===== src/rtl/reflet_boot_loader.sv =====
// Serial program loader: holds the CPU in reset, receives a framed image over the
// UART byte stream, writes it word by word into instruction RAM, then releases the CPU.
module reflet_boot_loader #(
  parameter int wordsize     = 16,
  parameter int addr_size    = 16,
  parameter int base_addr    = 0,
  parameter int max_len      = 256,
  parameter int boot_wait    = 1000000,
  parameter int byte_timeout = 100000
) (
  input  logic                 clk,
  input  logic                 reset,
  input  logic [7:0]           rx_data,
  input  logic                 rx_valid,
  output logic [addr_size-1:0] mem_addr,
  output logic [wordsize-1:0]  mem_data,
  output logic                 mem_write_en,
  output logic                 cpu_reset,
  output logic                 loading,
  output logic                 error,
  output logic                 done
);

  localparam int NB     = wordsize / 8;
  localparam int IDX_W  = (NB > 1) ? $clog2(NB) : 1;
  localparam int WAIT_W = $clog2(boot_wait + 1);
  localparam int GAP_W  = $clog2(byte_timeout + 1);
  localparam logic [WAIT_W-1:0]    WAIT_LAST = WAIT_W'(boot_wait - 1);
  localparam logic [GAP_W-1:0]     GAP_LAST  = GAP_W'(byte_timeout - 1);
  localparam logic [addr_size-1:0] BASE      = addr_size'(base_addr);
  localparam logic [15:0]          MAX_LEN   = 16'(max_len);
  localparam logic [IDX_W-1:0]     IDX_LAST  = IDX_W'(NB - 1);
  localparam logic [7:0]           SYNC      = 8'hA5;

  typedef enum logic [2:0] {
    S_WAIT, S_LEN0, S_LEN1, S_DATA, S_CHK, S_ERR, S_RUN
  } state_t;

  state_t               state_q, state_d;
  logic [WAIT_W-1:0]    wait_q, wait_d;
  logic [GAP_W-1:0]     gap_q, gap_d;
  logic [15:0]          len_q, len_d;
  logic [15:0]          cnt_q, cnt_d;
  logic [7:0]           sum_q, sum_d;
  logic [wordsize-1:0]  word_q, word_d;
  logic [IDX_W-1:0]     idx_q, idx_d;
  logic [addr_size-1:0] addr_q, addr_d;
  logic [wordsize-1:0]  data_q, data_d;
  logic                 we_q, we_d;
  logic                 cpu_reset_q, loading_q, error_q, done_q;

  logic                 in_frame;
  logic [15:0]          len_full;
  logic [wordsize-1:0]  word_nxt;
  logic                 last_byte;

  always_comb begin
    state_d   = state_q;
    wait_d    = wait_q;
    gap_d     = '0;
    len_d     = len_q;
    cnt_d     = cnt_q;
    sum_d     = sum_q;
    word_d    = word_q;
    idx_d     = idx_q;
    addr_d    = addr_q;
    data_d    = data_q;
    we_d      = 1'b0;
    in_frame  = state_q inside {S_LEN0, S_LEN1, S_DATA, S_CHK};
    len_full  = {rx_data, len_q[7:0]};
    word_nxt  = word_q | (wordsize'(rx_data) << (8 * idx_q));
    last_byte = (cnt_q == len_q - 16'd1);

    // Address advances as the write strobe retires, so it is stable during the pulse.
    if (we_q) addr_d = addr_q + addr_size'(1);
    if (in_frame && !rx_valid) gap_d = gap_q + GAP_W'(1);

    case (state_q)
      S_WAIT: begin
        wait_d = wait_q + WAIT_W'(1);
        if (rx_valid && rx_data == SYNC) begin
          state_d = S_LEN0;
          wait_d  = '0;
        end else if (wait_q == WAIT_LAST) begin
          state_d = S_RUN;
        end
      end
      S_LEN0: if (rx_valid) begin
        len_d[7:0] = rx_data;
        state_d    = S_LEN1;
      end
      S_LEN1: if (rx_valid) begin
        len_d = len_full;
        if (len_full > MAX_LEN)   state_d = S_ERR;
        else if (len_full == '0)  state_d = S_CHK;
        else                      state_d = S_DATA;
      end
      S_DATA: if (rx_valid) begin
        sum_d = sum_q + rx_data;
        cnt_d = cnt_q + 16'd1;
        if (idx_q == IDX_LAST || last_byte) begin
          data_d = word_nxt;
          we_d   = 1'b1;
          word_d = '0;
          idx_d  = '0;
        end else begin
          word_d = word_nxt;
          idx_d  = idx_q + IDX_W'(1);
        end
        if (last_byte) state_d = S_CHK;
      end
      S_CHK: if (rx_valid) begin
        state_d = (rx_data == sum_q) ? S_RUN : S_ERR;
      end
      S_ERR: begin
        state_d = S_WAIT;
        wait_d  = '0;
        sum_d   = '0;
        cnt_d   = '0;
        word_d  = '0;
        idx_d   = '0;
        addr_d  = BASE;
      end
      default: ;
    endcase

    if (in_frame && !rx_valid && gap_q == GAP_LAST) state_d = S_ERR;
  end

  always_ff @(posedge clk or negedge reset) begin
    if (!reset) begin
      state_q     <= S_WAIT;
      wait_q      <= '0;
      gap_q       <= '0;
      len_q       <= '0;
      cnt_q       <= '0;
      sum_q       <= '0;
      word_q      <= '0;
      idx_q       <= '0;
      addr_q      <= BASE;
      data_q      <= '0;
      we_q        <= 1'b0;
      cpu_reset_q <= 1'b0;
      loading_q   <= 1'b0;
      error_q     <= 1'b0;
      done_q      <= 1'b0;
    end else begin
      state_q     <= state_d;
      wait_q      <= wait_d;
      gap_q       <= gap_d;
      len_q       <= len_d;
      cnt_q       <= cnt_d;
      sum_q       <= sum_d;
      word_q      <= word_d;
      idx_q       <= idx_d;
      addr_q      <= addr_d;
      data_q      <= data_d;
      we_q        <= we_d;
      cpu_reset_q <= (state_q == S_RUN);
      loading_q   <= state_d inside {S_LEN0, S_LEN1, S_DATA, S_CHK};
      error_q     <= error_q | (state_d == S_ERR);
      done_q      <= (state_d == S_RUN);
    end
  end

  assign mem_addr     = addr_q;
  assign mem_data     = data_q;
  assign mem_write_en = we_q;
  assign cpu_reset    = cpu_reset_q;
  assign loading      = loading_q;
  assign error        = error_q;
  assign done         = done_q;

endmodule


===== config.mk =====
export PLATFORM = sky130hd
export DESIGN_NAME = reflet_boot_loader
export DESIGN_NICKNAME = d
export VERILOG_FILES = /design/src/rtl/reflet_boot_loader.sv
export SDC_FILE = /design/constraint.sdc
export NUM_CORES = 1
export LEC_CHECK = 0
export CAP_MARGIN = 20
export CORE_UTILIZATION = 55
export CTS_BUF_LIST = sky130_fd_sc_hd__clkbuf_8
export CTS_CLUSTER_SIZE = 8
export DETAILED_ROUTE_END_ITERATION = 12
export PLACE_DENSITY_LB_ADDON = 0.2
export RECOVER_POWER = 100
export SETUP_SLACK_MARGIN = 0.02
export SYNTH_ARGS = -nofsm -noshare
export SYNTH_HDL_FRONTEND = slang
export SYNTH_SLANG_ARGS = --single-unit

===== constraint.sdc =====
create_clock -name clk -period 3.2 [get_ports clk]
set_clock_uncertainty 0.1 [all_clocks]
set_input_delay 0.64 -clock clk [delete_from_list [all_inputs] [get_ports clk]]
set_output_delay 0.64 -clock clk [all_outputs]
set_load 0.01 [all_outputs]

==> results.cfg <==
[sta]
max_slew.worst_pin.slew_ps = 1800
setup_ws_ps = 134
finalCritPeriodShare = 0.958
final-hold-violation-count = 0
max_freq_ghz = 0.326
rsz0062_at_grt = true
period_minus_slack_ps = 3070
tns_ps = 0
setup_viol = 0
relSlewSlack = -0.202
slew_viol_final = 135

[synthesis]
syn-num-nets = 763
syn_area_um2 = 6970
synth_cells = 739
synth_seq_cells = 134
syn_area_per_cell_um2 = 9.44
yosysSeqAreaShare = 0.481
yosys_warnings = 0
synth-edff-count = 0
synthFlopType = dfrtp_1
yosysUniqueCellTypes = 65
async_flop_share = 1.00

[route]
drc_errors = 0
firstDrtPassIters = 6
detailroute.via_count = 5830
drt-initial-drc-count = 435
avgViaCountPerCell = 5.91
wirelength_um = 16200
routedWlPerCell_um = 16.4
ant_nets = 0

[setup_path]
crit_required_ps = 3440
arrival_ps = 3300
critPathKind = register to register
slowest_delay_ps = 500
critPathSlowestCell = or4b_4
regToRegSetupSlack_ps = 130
end_kind = register
worst_setup_path_start_kind = register
path_cells = inv_1, ha_1, or4b_4, or3_4, mux2_4, a21oi_2, a41oi_4, buf_6, o21ai_0, o31ai_1
crit_fanout = 18

[layout]
num_antenna_cells = 0
nFillCells = 959
post_route_cells_drive_above_1_share = 0.0952
final_cell_count_no_fill = 987
area_delta_synth_final_pct = 17.8
fin_nets = 833

[flow_run]
drv_cap = 1

[global_routing]
track_usage = 0.267
grt_pass1_wl_um = 27200
grt_pass1_vias = 5623
antenna_found_initial = 0
grt_max_degree = 135
overflow = 0

[die]
dieHeight_um = 115
core_um2 = 12200
die_area_um2 = 13100
rows = 40
start_util = 0.573
dieWidth_um = 115
io_pins = 48

[clocking]
cts_buffers = 17
htreeDepth = 4
cts_tree = done
clkTransAtPathRegs_ps = 80
clock_path_buffers = 2
cts.sinks = 134
cts_setup_buffers = 0
root_buffer = clkbuf_8
insertion_delay_ps = 470

[placement]
place_hpwl_um = 11000
pre_cts_slack_ps = -308
port_buffers = 47
gp_congestion = 0.918
dp_cells = 958

[run_status]
violations = capacitance limit, slew limit
status = complete, but fails checks

[pwr]
powerDensity_nw_per_um2 = 757
p_leak_uw = 0.00361
irDropWorstVdd_uv = 416

[min_path]
hold_class = register to register
## cells in the mapped netlist (2+ instances only)
cell type,number,area (µm²)
o41ai_1,2,17.5
a21o_1,4,30.0
nand2b_1,3,18.8
a22oi_1,2,15.0
nand4b_1,2,17.5
nand3_1,22,110
or3_1,11,68.8
xor2_1,34,298
a21oi_1,39,195
o22ai_1,4,25.0
o21ai_0,73,365
clkbuf_1,27,101
nor2b_1,5,31.3
and4_1,3,26.3
nor4_1,10,62.6
mux2i_1,2,20.0
a31oi_1,7,43.8
o21ai_1,6,30.0
nand2_1,75,282
a21boi_0,2,15.0
dfrtp_1,134,3350
or4_1,4,30.0
and2_1,4,25.0
ha_1,12,150
nor3b_1,12,90.1
and4b_1,2,20.0
mux2_2,13,146
and3_1,19,119
a22o_1,2,17.5
nor2_1,64,240
inv_1,21,78.8
o31ai_1,22,165
o311ai_1,2,17.5
nand4_1,19,119
nor4b_1,4,35.0
o21bai_1,2,15.0
nor3_1,12,60.1
a211oi_1,2,15.0
xnor2_1,27,236
buf_2,4,20.0
## through the flow
step	power (µW)	cell area (µm²)	util	hold slack, ps
3_5_place_dp	4720	7820	0.643	369
2_1_floorplan	3870	6970	-	244
5_1_grt	6600	8210	0.675	413
6_report	6210	8210	0.675	382
4_1_cts	6250	8230	0.677	224
3_3_place_gp	4630	7820	0.643	363
## cells by family after synthesis
logic type,share of synthesized area
and+or+nand+nor,0.202
adders and majority gates,0.0244
buffers and inverters,0.0292
muxes,0.0260
xor gates and xnor gates,0.0766
DFF,0.481
AOI/OAI and AO/OA,0.161
## path summary, 6_finish.rpt
check / from / endpoint / cells past startpoint
hold reg to reg: wait_q[18] / wait_q[18] / 1
max in group asynchronous: reset / mem_addr[12] / 2
setup / recovery: len_q[0] / mem_data[4] / 10
min in group asynchronous: reset / gap_q[4] / 2
hold / removal: wait_q[18] / wait_q[18] / 1
setup reg to reg: len_q[0] / mem_data[4] / 10
## sequential cells by signal, indices dropped and copies added, names as in the netlist
name / count
cnt_q: 16
cpu_reset: 1
done: 1
error: 1
gap_q: 17
idx_q: 1
len_q: 16
loading: 1
mem_addr: 16
mem_data: 16
mem_write_en: 1
state_q: 3
sum_q: 8
wait_q: 20
word_q: 16
## worst max-delay path, delay by kind of cell (launching register included)
family,cells,cell delay [ps]
compound gates,4,690
mux,1,320
buf+inv,2,320
flops,1,420
fa+ha+maj,1,190
simple gates,2,900
## metal layers
metal,share of wire,track usage
met1,0.45,0.352
met2,0.47,0.427
met3,0.055,0.0741
met4,0.017,0.0900
met5,0,0
## report_power, final
group | switching [µW] | internal, µW
clock network | 646 | 872
registers | 356 | 2050
logic | 1320 | 975
total | 2320 | 3890
## final cells by class
| class | instances | area [µm²] | share of cell area |
|---|---|---|---|
| multi-input cells | 552 | 3450 | 0.420 |
| flip-flops and latches | 134 | 3350 | 0.408 |
| clock buffers | 19 | 262 | 0.0318 |
| repair buffers | 82 | 701 | 0.0853 |
| well taps | 168 | 210 | 0.0256 |
| inverters | 22 | 82.6 | 0.0101 |
| clock inverters | 10 | 158 | 0.0192 |
## placed cells by master (no fill, tap or decap), types with 4 or more instances in the layout
| cell | n |
|---|---|
| nand4_1 | 19 |
| or4_1 | 4 |
| and3_1 | 19 |
| a21o_1 | 4 |
| clkbuf_1 | 10 |
| dlygate4sd3_1 | 38 |
| xor2_1 | 34 |
| clkbuf_8 | 19 |
| dfrtp_1 | 134 |
| and2_1 | 4 |
| a21oi_1 | 39 |
| o22ai_1 | 4 |
| bufinv_16 | 4 |
| clkdlybuf4s50_1 | 8 |
| nand3_1 | 22 |
| xnor2_1 | 27 |
| a31oi_1 | 7 |
| ha_1 | 12 |
| nor3b_1 | 10 |
| nor4b_1 | 4 |
| nand2_1 | 74 |
| or3_1 | 11 |
| nor2_1 | 64 |
| nor2b_1 | 5 |
| o21ai_1 | 5 |
| buf_4 | 21 |
| nor3_1 | 12 |
| inv_1 | 23 |
| o21ai_0 | 74 |
| mux2_2 | 13 |
| o31ai_1 | 22 |
| nor4_1 | 10 |
## what timing repair did
item,CTS,global route
hold buffers,0,0
gates resized for setup,0,7
setup endpoints to repair,0,36
Power figures use the tool's default switching activity.
